File: config.mk
export PLATFORM = sky130hd
export DESIGN_NAME = memory_stage_flat
export DESIGN_NICKNAME = d
export VERILOG_FILES = /design/src/rtl/memory_stage_if.sv /design/src/rtl/memory_stage.sv /design/src/flat_wrapper.sv
export SDC_FILE = /design/constraint.sdc
export NUM_CORES = 1
export LEC_CHECK = 0
export CORE_MARGIN = 4
export CORE_UTILIZATION = 30
export DETAILED_ROUTE_END_ITERATION = 8
export PLACE_DENSITY_LB_ADDON = 0.1
export SETUP_SLACK_MARGIN = 0.3
export SLEW_MARGIN = 20
export SYNTH_ARGS = -nofsm -noshare
export SYNTH_HDL_FRONTEND = slang
export SYNTH_SLANG_ARGS = --single-unit
File: constraint.sdc
create_clock -name clk -period 2.25 [get_ports clk]
set_input_delay 0.5625 -clock clk [delete_from_list [all_inputs] [get_ports clk]]
set_output_delay 0.5625 -clock clk [all_outputs]
set_load 0.02 [all_outputs]
File: src/rtl/memory_stage_if.sv
// memory_stage_if: data-memory bus between the Y86-64 memory stage and memory.
//   mem_req   - request, held until ack or abort (master -> slave)
//   mem_we    - 1=write, 0=read, valid while mem_req (master -> slave)
//   mem_addr  - byte address, valid while mem_req (master -> slave)
//   mem_wdata - write data, valid while mem_req (master -> slave)
//   mem_rdata - read data, valid with mem_ack (slave -> master)
//   mem_ack   - request completes this cycle (slave -> master)
interface memory_stage_if;
  logic        mem_req;
  logic        mem_we;
  logic [63:0] mem_addr;
  logic [63:0] mem_wdata;
  logic [63:0] mem_rdata;
  logic        mem_ack;

  modport master (
    output mem_req, mem_we, mem_addr, mem_wdata,
    input  mem_rdata, mem_ack
  );

  modport slave (
    input  mem_req, mem_we, mem_addr, mem_wdata,
    output mem_rdata, mem_ack
  );
endinterface

File: src/rtl/memory_stage.sv
// memory_stage: sequential Y86-64 memory stage.
// Takes icode/valE/valA/valP/stat_in for one instruction, performs at most one
// 64-bit read or write over the req/ack bus, then returns valM and stat_out.
// Out-of-range addresses and an ack timeout both report ADR (3).
//
// Ports:
//   clk, rst_n          - clock, asynchronous active-low reset
//   start               - accept an instruction (only looked at in IDLE)
//   icode, valE, valA,
//   valP, stat_in       - instruction fields from execute
//   busy                - high in ACCESS and RESP
//   done                - one-cycle pulse, valM/stat_out valid
//   valM, stat_out      - results, held until the next done
//   mem                 - memory bus (memory_stage_if.master)
//
// Optional build macro: MEM_ALIGN_CHECK_EN - when defined, an access address
// with addr[2:0] != 0 is treated as an address error and never reaches memory.
module memory_stage #(
  parameter int MEM_BYTES = 8192,
  parameter int TIMEOUT   = 16
) (
  input  logic                 clk,
  input  logic                 rst_n,
  input  logic                 start,
  input  logic [3:0]           icode,
  input  logic [63:0]          valE,
  input  logic [63:0]          valA,
  input  logic [63:0]          valP,
  input  logic [2:0]           stat_in,
  output logic                 busy,
  output logic                 done,
  output logic [63:0]          valM,
  output logic [2:0]           stat_out,
  memory_stage_if.master       mem
);

  localparam logic [3:0] I_RMMOVQ = 4'd4;
  localparam logic [3:0] I_MRMOVQ = 4'd5;
  localparam logic [3:0] I_CALL   = 4'd8;
  localparam logic [3:0] I_RET    = 4'd9;
  localparam logic [3:0] I_PUSHQ  = 4'd10;
  localparam logic [3:0] I_POPQ   = 4'd11;

  localparam logic [2:0] S_AOK = 3'd1;
  localparam logic [2:0] S_ADR = 3'd3;

  localparam logic [63:0] MAX_ADDR = 64'(MEM_BYTES - 8);

  // Counter must be able to hold the value TIMEOUT itself.
  localparam int CW = $clog2(TIMEOUT + 1);

  typedef enum logic [1:0] {
    IDLE   = 2'd0,
    ACCESS = 2'd1,
    RESP   = 2'd2
  } state_t;

  state_t          state_reg;
  logic [3:0]      icode_reg;
  logic [2:0]      stat_reg;
  logic [CW-1:0]   cnt_reg;

  // Decode straight from the inputs so the IDLE decision is made in the
  // same cycle start is accepted.
  logic        is_read_in;
  logic        is_write_in;
  logic        access_in;
  logic [63:0] addr_in;
  logic [63:0] wdata_in;
  logic        addr_err_in;
  logic        latched_is_read;

  always_comb begin
    is_read_in  = (icode == I_MRMOVQ) || (icode == I_RET) || (icode == I_POPQ);
    is_write_in = (icode == I_RMMOVQ) || (icode == I_CALL) || (icode == I_PUSHQ);
    access_in   = is_read_in || is_write_in;
    // ret/popq read from the old stack pointer (valA), everything else uses valE.
    addr_in     = ((icode == I_RET) || (icode == I_POPQ)) ? valA : valE;
    wdata_in    = (icode == I_CALL) ? valP : valA;
`ifdef MEM_ALIGN_CHECK_EN
    addr_err_in = access_in && ((addr_in > MAX_ADDR) || (addr_in[2:0] != 3'd0));
`else
    addr_err_in = access_in && (addr_in > MAX_ADDR);
`endif
    latched_is_read = (icode_reg == I_MRMOVQ) || (icode_reg == I_RET) ||
                      (icode_reg == I_POPQ);
  end

  always_ff @(posedge clk or negedge rst_n) begin
    if (!rst_n) begin
      state_reg     <= IDLE;
      icode_reg     <= 4'd0;
      stat_reg      <= S_AOK;
      cnt_reg       <= '0;
      busy          <= 1'b0;
      done          <= 1'b0;
      valM          <= 64'd0;
      stat_out      <= S_AOK;
      mem.mem_req   <= 1'b0;
      mem.mem_we    <= 1'b0;
      mem.mem_addr  <= 64'd0;
      mem.mem_wdata <= 64'd0;
    end else begin
      case (state_reg)
        IDLE: begin
          done <= 1'b0;
          if (start) begin
            icode_reg <= icode;
            stat_reg  <= stat_in;
            busy      <= 1'b1;
            if ((stat_in != S_AOK) || !access_in || addr_err_in) begin
              // Nothing to do on the bus: report straight away.
              state_reg <= RESP;
              done      <= 1'b1;
              valM      <= 64'd0;
              if (stat_in != S_AOK)
                stat_out <= stat_in;
              else if (addr_err_in)
                stat_out <= S_ADR;
              else
                stat_out <= stat_in;
            end else begin
              state_reg     <= ACCESS;
              mem.mem_req   <= 1'b1;
              mem.mem_we    <= is_write_in;
              mem.mem_addr  <= addr_in;
              mem.mem_wdata <= wdata_in;
              cnt_reg       <= '0;
            end
          end
        end

        ACCESS: begin
          // Ack is checked first so an ack on the final allowed cycle wins.
          if (mem.mem_ack) begin
            valM        <= latched_is_read ? mem.mem_rdata : 64'd0;
            stat_out    <= stat_reg;
            mem.mem_req <= 1'b0;
            mem.mem_we  <= 1'b0;
            state_reg   <= RESP;
            done        <= 1'b1;
          end else if (cnt_reg + CW'(1) == CW'(TIMEOUT)) begin
            valM        <= 64'd0;
            stat_out    <= S_ADR;
            mem.mem_req <= 1'b0;
            mem.mem_we  <= 1'b0;
            state_reg   <= RESP;
            done        <= 1'b1;
          end else begin
            cnt_reg <= cnt_reg + CW'(1);
          end
        end

        RESP: begin
          done      <= 1'b0;
          busy      <= 1'b0;
          state_reg <= IDLE;
        end

        default: begin
          state_reg   <= IDLE;
          done        <= 1'b0;
          busy        <= 1'b0;
          mem.mem_req <= 1'b0;
          mem.mem_we  <= 1'b0;
        end
      endcase
    end
  end

endmodule

File: src/flat_wrapper.sv
// flat-port wrapper written by rule: the top's interface ports become plain ports
module memory_stage_flat 
#(
  parameter int MEM_BYTES = 8192,
  parameter int TIMEOUT   = 16
)
  (clk, rst_n, start, icode, valE, valA, valP, stat_in, busy, done, valM, stat_out, mem_mem_req, mem_mem_we, mem_mem_addr, mem_mem_wdata, mem_mem_rdata, mem_mem_ack);
  memory_stage_if mem_i ();
  input  logic clk;
  input  logic rst_n;
  input  logic start;
  input  logic [3:0] icode;
  input  logic [63:0] valE;
  input  logic [63:0] valA;
  input  logic [63:0] valP;
  input  logic [2:0] stat_in;
  output logic busy;
  output logic done;
  output logic [63:0] valM;
  output logic [2:0] stat_out;
  output wire logic [$bits(mem_i.mem_req)-1:0] mem_mem_req;
  output wire logic [$bits(mem_i.mem_we)-1:0] mem_mem_we;
  output wire logic [$bits(mem_i.mem_addr)-1:0] mem_mem_addr;
  output wire logic [$bits(mem_i.mem_wdata)-1:0] mem_mem_wdata;
  input wire logic [$bits(mem_i.mem_rdata)-1:0] mem_mem_rdata;
  input wire logic [$bits(mem_i.mem_ack)-1:0] mem_mem_ack;
  assign mem_mem_req = mem_i.mem_req;
  assign mem_mem_we = mem_i.mem_we;
  assign mem_mem_addr = mem_i.mem_addr;
  assign mem_mem_wdata = mem_i.mem_wdata;
  assign mem_i.mem_rdata = mem_mem_rdata;
  assign mem_i.mem_ack = mem_mem_ack;
  memory_stage #(.MEM_BYTES(MEM_BYTES), .TIMEOUT(TIMEOUT)) u_core (.clk(clk), .rst_n(rst_n), .start(start), .icode(icode), .valE(valE), .valA(valA), .valP(valP), .stat_in(stat_in), .busy(busy), .done(done), .valM(valM), .stat_out(stat_out), .mem(mem_i));
endmodule
==> impl_summary.md, run 1 <==
Placement
The half-perimeter wire length after detailed placement is about 27000 um. During placement, the flow inserted port buffers numbering approximately 470. The last weighted congestion value of the routability-driven placer is 0.851. In this run, placement finished with an instance count of approximately 1800.

Summing all placed instances gives a cell area of roughly 15000 um2.

STA
For the final database, setup skew stands at around 8.2 ps. The transition time of the tightest slew-check pin is 415 ps. The number of max-slew violations in the final report is 0. Once routing completed, OpenROAD measured the worst setup slack at -61.5 ps. Of the available clock period, the critical path in the final layout requires 103%. Setup repair after global routing could not meet its margin everywhere. The final count of hold timing violations is 0. Static timing analysis puts the maximum clock frequency at 433 MHz.

The worst path in the final design needs a cycle of around 2300 ps, including I/O delays and setup. In the final timing run, aggregate negative setup slack is -2370 ps. The final count of negative-setup-slack endpoints is 121. The worst max-slew margin expressed relative to the limit is 72.3%.

Drt
The remaining routing DRC violations is 0. The vias after detailed routing is 9181. Once detail routing completed, the nets flagged for antenna violations numbered 0. The average wire per cell in the routed design is 22.2 um. The first-iteration detailed-routing DRC count is 476. The number of vias per cell is 4.84. The final wirelength is 42100 um. The number of iterations in the first detailed-routing pass is 4.

Status
The run finished, with violations left. The checks that failed: negative setup slack.

Global routing
Entering global routing, the biggest net connects 65 pins. The aggregate global-route resource usage is 22.7%. The number of antenna violations at the first check in global routing is 4. The wire length of the first global-routing pass is about 59000 um. The via count of the first global-routing pass is 9656. For this run the aggregate overflow at the end of global routing stands at 0.

Clocking
The CTS root buffer is clkbuf_16. The clock net in this run drives a total of about 210 sinks. The clock latency of the later-clocked register in the worst-skew pair is 520 ps. The number of H-tree levels is 1. The number of buffers on the longest clock path is 3. The number of buffers added by the clock tree synthesis step is 26. The clock-pin slew of the registers on the worst-case setup and hold paths is 60 ps. TritonCTS built the clock tree.

Yosys
The sequential area share after synthesis is 58.2%. In the synthesized netlist the dominant register cell turns out to be dfrtp_1. After Yosys synthesis, and, or, nand and nor cells account for 15.9% of the synthesized area. Synthesis instantiated 44 different standard cells from the library. The post-synthesis mux area share is 8.52%. The net count after synthesis is 1157. The post-synthesis cell area is 9160 um2. In the synthesized netlist, the number of instances is 889.

The total of warnings raised by yosys is 0. After synthesis, the mean cell area works out to 10.3 um2. Of the total synthesized cell area, the portion taken by XOR and XNOR cells is 0%.

The synthesized design contains about 210 register bits. The adder-cell area share of the yosys netlist is less than 1%. Counting flops with a built-in enable in the synthesized netlist gives 0. Summing the areas of all compound-gate instances in the mapped netlist gives 12.2% of the synthesized area. The largest family of logic cells by synthesized area is simple AND/OR/NAND/NOR gates. For this run, asynchronously set or reset flops after synthesis account for 100%.

Floorplan
The top-level port count is 466. The floorplan row count is 63. The die covers roughly 33000 um2.

The initial core utilization is 30.7%. In this run the vertical extent of the chip is between 150 and 200 um. The horizontal die dimension is 183 um.

The placeable core region is 29900 um2.

Final layout
The count of non-filler cells in the finished layout is 1898. The growth of design area from synthesis to finish is 105%. The summed area of non-filler cells in the final layout is between 15000 and 20000 um2. The ratio of cells with drive above 1 in the final layout is approximately 28%. In the final layout, the multi-input gates occupy 4770 um2. The layout filler cell count is 2452. At the end of the flow, the number of nets in the layout was 1754. The largest registers in the layout are u_core.mem.mem_addr x64, u_core.mem.mem_wdata x64, u_core.valM x64. The final core utilization is between 60% and 70%.

In the final layout, flip-flops and latches occupy 5330 um2.

Hold path
The worst hold path class is in -> reg.

Setup path
STA puts the critical path data arrival time at approximately 2700 ps. The highest net fanout along the worst path is 7. The required time reported for the critical path endpoint is roughly 2700 ps. The worst setup path is of the in -> reg kind. The worst setup path is captured at a flip-flop. The critical path launch point type is an input port.

Power and ir drop
Power spread over the standard cell area amounts to a little over 500 nW/um2. In this run the static leakage power is 10.2 nW. The peak ir drop on the vdd network is approximately 0.53 mV.

Run
Max-cap violations in this run came to 0.
[metal layers]
metal  track usage [%]  up-vias  wire (um)
met5                 0        -         20
met3              5.97       67       3100
met1              28.9     4503      17100
li1                  -     4278          -
met2              38.6      331      20700
met4              6.24        2       1210
[synth_stat cells, drive strengths merged, types with 2 or more instances]
cell type / count / area, um2
o31ai: 66 / 495
nor3: 5 / 36.3
nand4: 8 / 50.1
nand2b: 3 / 18.8
a32o: 2 / 20.0
dfrtp: 211 / 5280
a21o: 3 / 22.5
nand3b: 2 / 27.5
a22o: 2 / 17.5
or2: 3 / 18.8
and3: 2 / 12.5
a21oi: 6 / 33.8
o221ai: 2 / 17.5
nand3: 8 / 45.0
nand2: 171 / 642
and2: 53 / 332
dfstp: 2 / 52.6
inv: 67 / 251
mux2i: 78 / 781
a221o: 2 / 20.0
nor3b: 2 / 15.0
nor2: 10 / 37.5
o21ai: 82 / 410
buf: 11 / 47.5
nor4: 30 / 188
nor2b: 3 / 18.8
clkbuf: 44 / 165
[cells by family after synthesis]
logic type      Yosys count
fa+ha+maj                 1
mux                      78
flops                   213
simple gates            301
compound gates          174
buf+inv                 122
[worst max-delay path: stages]
cell       delay, ps
buf_8            100
nor4_4           310
buf_4            170
nand4_1          250
nor4_4           330
buf_4            190
or2_4            130
a21oi_4           60
buf_12           150
buf_12           150
clkbuf_16        170
o31ai_4          170
[layout make-up]
class / instances / share of cell area [%]
antenna: 3 / 0.0400
clock buffer: 39 / 4.32
clock inverter: 8 / 0.761
inverter: 67 / 1.34
multi-input combinational: 554 / 25.5
sequential: 213 / 28.4
tap: 390 / 2.60
timing repair buffer: 624 / 37.0
[through the flow]
step / hold WS, ps / total power [W] / worst slack (ps)
3_5_place_dp: 447 / 0.00492 / -1330
6_report: 295 / 0.00962 / -61.5
2_1_floorplan: 267 / 0.00413 / -66.0
3_3_place_gp: 442 / 0.00492 / -1380
4_1_cts: 273 / 0.00968 / -65.6
5_1_grt: 292 / 0.00996 / -133
[cell usage in the layout (no fill, tap or decap), drive strengths merged, types with 4 or more instances in the layout]
cell type,n
nor3,5
nand2,171
bufinv,4
dlymetal6s2s,131
mux2i,78
nor2,10
dfrtp,211
nand4,8
buf,153
clkdlybuf4s50,264
clkbuf,56
and2,53
dlygate4sd2,49
a21oi,6
clkdlybuf4s15,9
o21ai,82
inv,67
nand3,8
o31ai,66
nor4,30
[final timing paths]
check,startpoint,end,slack [ps],cells after the start
max,valA[59],u_core.valM[15],-60,12
min,icode[2],u_core.icode_reg[2],300,3
max reg2reg,u_core.state_reg[1],u_core.valM[52],300,5
min reg2reg,u_core.stat_reg[0],u_core.stat_reg[0],460,2
max in group asynchronous,rst_n,u_core.mem.mem_wdata[20],1030,3
min in group asynchronous,rst_n,u_core.mem.mem_wdata[8],550,2
[report_power, final]
| group | internal (W) | total (W) | switching (W) |
|---|---|---|---|
| Combinational | 0.000667 | 0.00113 | 0.000466 |
| Clock | 0.00293 | 0.00460 | 0.00167 |
| Sequential | 0.00386 | 0.00388 | 0.0000194 |
[repair_timing]
| item | in CTS | in global routing |
|---|---|---|
| buffers inserted | 16 | 1 |
| pin swaps | 33 | 68 |
| setup endpoints to repair | 404 | 402 |
| cloned | 15 | 16 |
| resized for setup | 260 | 362 |
| hold endpoints to repair | 39 | 0 |
| hold buffers | 1 | 0 |
Note: power is estimated with default switching activity, not from simulation.
==> run 2: changes to the inputs <==
DONT_BUFFER_PORTS = 1   (was not set)
==> run 2 against run 1 <==
Compared with the run above:
- the flow finishes with violations (negative hold slack)
- power fell by 14%
- sequential share of layout area rose by 18 points
- via count is 26% lower
- combinational power shrank 73%
- critical endpoint is now u_core.stat_out[2]
- highest routed layer is now met4
==> impl_summary.md, run 2 (synthesis results as in run 1) <==
Status
Violations in the final reports: negative hold slack (was negative setup slack). Status: finished with violations (unchanged).

Global routing
The overall overflow remaining after global route is 0 (unchanged). The number of antenna violations at the first check in global routing is 0 (was 4). The wire length of the first global-routing pass is 46200 um (was 59300 um). The aggregate global-route resource usage is 17.9% (was 22.7%). The met3 global-route usage is 7.34% (was 5.97%). The met2 layer usage reported by global route was 28.6% (was 38.6%). The met1 layer usage reported by global route was 23.0% (was 28.9%).

The maximum number of pins on one net before global-route repair came to 214 (was 65). The busiest layer in global routing is met2 (unchanged). The via count of the first global-routing pass is 6939 (was 9656).

Drt
The number of iterations in the first detailed-routing pass is 4 (unchanged). The first-iteration detailed-routing DRC count is 362 (was 476). The average wire per cell in the routed design is 25.5 um (was 22.2 um). The number of vias per cell came to 5.15 (was 4.84).

The vias after detailed routing came to 6826 (was 9181). The final wirelength came to 33800 um (was 42100 um). The count of nets left with antenna violations after detail routing was 0 (unchanged). The remaining routing DRC violations was 0 (unchanged).

STA
The final count of negative-setup-slack endpoints came to 0 (was 121). The worst hold margin came to -254 ps (was 295 ps). The worst clock skew is 22.1 ps (was 8.18 ps). The portion of the clock cycle consumed by the worst path in the final layout is 88.9% (was 103%).

The worst max-slew margin expressed relative to the limit was 50.5% (was 72.3%). The minimum clock period is 2000 ps (was 2310 ps). The transition time of the tightest slew-check pin is 742 ps (was 415 ps).

The number of max-slew violations in the final report was 0 (unchanged). Unrepaired setup endpoints after global routing: true (unchanged). The final count of hold timing violations was 211 (was 0). The highest attainable clock frequency is 500 MHz (was 433 MHz).

Power and ir drop
The leakage power is 5.03 nW (was 10.2 nW). The total power per unit cell area is 718 nW/um2 (was 513 nW/um2). The peak ir drop on the vdd network is 0.504 mV (was 0.533 mV).

Clocking
The TritonCTS clock tree was yes (unchanged). The number of buffers on the longest clock path is 3 (unchanged). The clock net sink count is 213 (unchanged). The clock-pin slew of the registers on the worst-case setup and hold paths is 60 ps (about the same). The CTS root buffer is clkbuf_16 (unchanged). The clock latency of the later-clocked register in the worst-skew pair is 530 ps (was 520 ps). The number of H-tree levels was 1 (unchanged). The number of buffers added by the clock tree synthesis step came to 25 (was 26).

Placement
The half-perimeter wire length after detailed placement is 23100 um (was 27400 um). The last weighted congestion value of the routability-driven placer is 0.787 (was 0.851). The instance count after placement with tap cells included came to 1265 (was 1799). The number of buffers added on ports is 0 (was 465).

Final layout
The count of antenna diodes in the layout is 0 (was 3). The layout filler cell count is 2926 (was 2452). Highest-count cells in the layout ignoring fill and taps: 211 x dfrtp_1, 166 x nand2_1, 78 x mux2i_1, 77 x o21ai_0, 67 x inv_1 (was 264 x clkdlybuf4s50_1, 211 x dfrtp_1, 132 x nand2_1, 131 x dlymetal6s2s_1, 95 x buf_4).

Leading registers by flop count: u_core.mem.mem_addr x64, u_core.mem.mem_wdata x64, u_core.valM x64 (unchanged). The ratio of cells with drive above 1 in the final layout is 19.7% (was 27.8%). The final core utilization is 38.8% (was 62.8%). The most common library cell in the layout ignoring fill and taps was dfrtp_1 (was clkdlybuf4s50_1). The count of non-filler cells in the finished layout is 1326 (was 1898).

The number of nets in the layout is 1187 (was 1754). The growth of design area from synthesis to finish is 26.5% (was 105%).

Hold path
The worst hold path class is in -> async (was in -> reg).

Setup path
The critical path launch point type was an input port (unchanged). The type of the worst setup path is in -> reg (unchanged). The endpoint type of the worst setup path is a flip-flop (unchanged). The buffers plus inverters on the worst setup path is 4 (was 6). Ordered list of cells on the worst path: nor4_2, buf_4, nand4_1, nor4_2, buf_4, or2_2, a21oi_4, buf_12, buf_4, o32a_1 (was buf_8, nor4_4, buf_4, nand4_1, nor4_4, buf_4, or2_4, a21oi_4, buf_12, buf_12, clkbuf_16, o31ai_4). The largest stage delay on the critical path was 400 ps (was 330 ps). The category of cells accounting for the largest share of critical-path delay is simple AND/OR/NAND/NOR gates (unchanged). The most numerous cell type found on the critical path is buf_4. The highest net fanout along the worst path is 10 (was 7).

The required time reported for the critical path endpoint came to 2660 ps (was 2680 ps). The cell with the largest stage delay on the worst path was nor4_2 (was nor4_4). The data arrival time of the worst path is 2410 ps (was 2740 ps).

Floorplan
The floorplan row count came to 63 (unchanged). The placeable core region is 29900 um2 (unchanged). The die footprint is 33400 um2 (unchanged). The die extent in y was 183 um (unchanged). The initial core utilization came to 30.7% (unchanged). The horizontal die dimension is 183 um (unchanged). The top-level port count is 466 (unchanged).

Run
The number of maximum-capacitance constraint violations is 0 (unchanged).
run 2: area by class of cell:
cell class	instances	area, um2	share of cell area (%)
clock inverters	8	93.8	0.810
repair buffers	58	752	6.49
flip-flops and latches	213	5330	46.0
clock buffers	36	737	6.36
multi-input cells	554	3940	34.0
well taps	390	488	4.21
inverters	67	251	2.17
run 2: path summary, 6_finish.rpt:
kind | startpoint | end | slack [ps] | cells past startpoint
setup / recovery | valA[21] | u_core.stat_out[2] | 250 | 10
hold reg to reg | u_core.stat_reg[0] | u_core.stat_reg[0] | 460 | 2
max in group asynchronous | rst_n | u_core.cnt_reg[3] | 1870 | 0
setup reg to reg | u_core.state_reg[1] | u_core.mem.mem_wdata[5] | 310 | 7
hold / removal | rst_n | u_core.mem.mem_addr[12] | -250 | 0
min in group clk | stat_in[0] | u_core.stat_reg[0] | 120 | 2
run 2: where the power goes:
part | internal (W) | switching (W) | total [W]
Clock | 0.00249 | 0.00163 | 0.00412
Sequential | 0.00386 | 0.0000379 | 0.00390
Combinational | 0.000144 | 0.000157 | 0.000301
run 2: metal layers:
metal / vias to the layer above / part of all wire (%)
met1: 3350 / 39
met2: 322 / 49
met4: 0 / 2.0
met5: - / 0
li1: 3112 / -
met3: 42 / 10
run 2: what timing repair did:
item / CTS / global route
gates resized for setup: 27 / 82
buffers inserted: 4 / 2
setup endpoints to repair: 205 / 197
hold endpoints to repair: 213 / 213
pin swaps: 8 / 0
gates cloned: 0 / 11
run 2: worst register-to-register path, delay by kind of cell, from the launching register on:
family,cells,cell delay [ps]
compound gates,2,260
buf+inv,2,370
flops,1,510
simple gates,3,630
run 2: stage by stage:
step	setup TNS (ps)	hold slack, ps	total power (W)	instance area [um2]	setup WS (ps)
after detailed placement	-123380	272	0.00421	9900	-745
after floorplan	-132	267	0.00413	9200	-66.0
after global routing	0	-283	0.00863	11600	145
after CTS	0	-295	0.00841	11000	271
after global placement	-121870	272	0.00422	9900	-745
final	0	-254	0.00832	11600	250
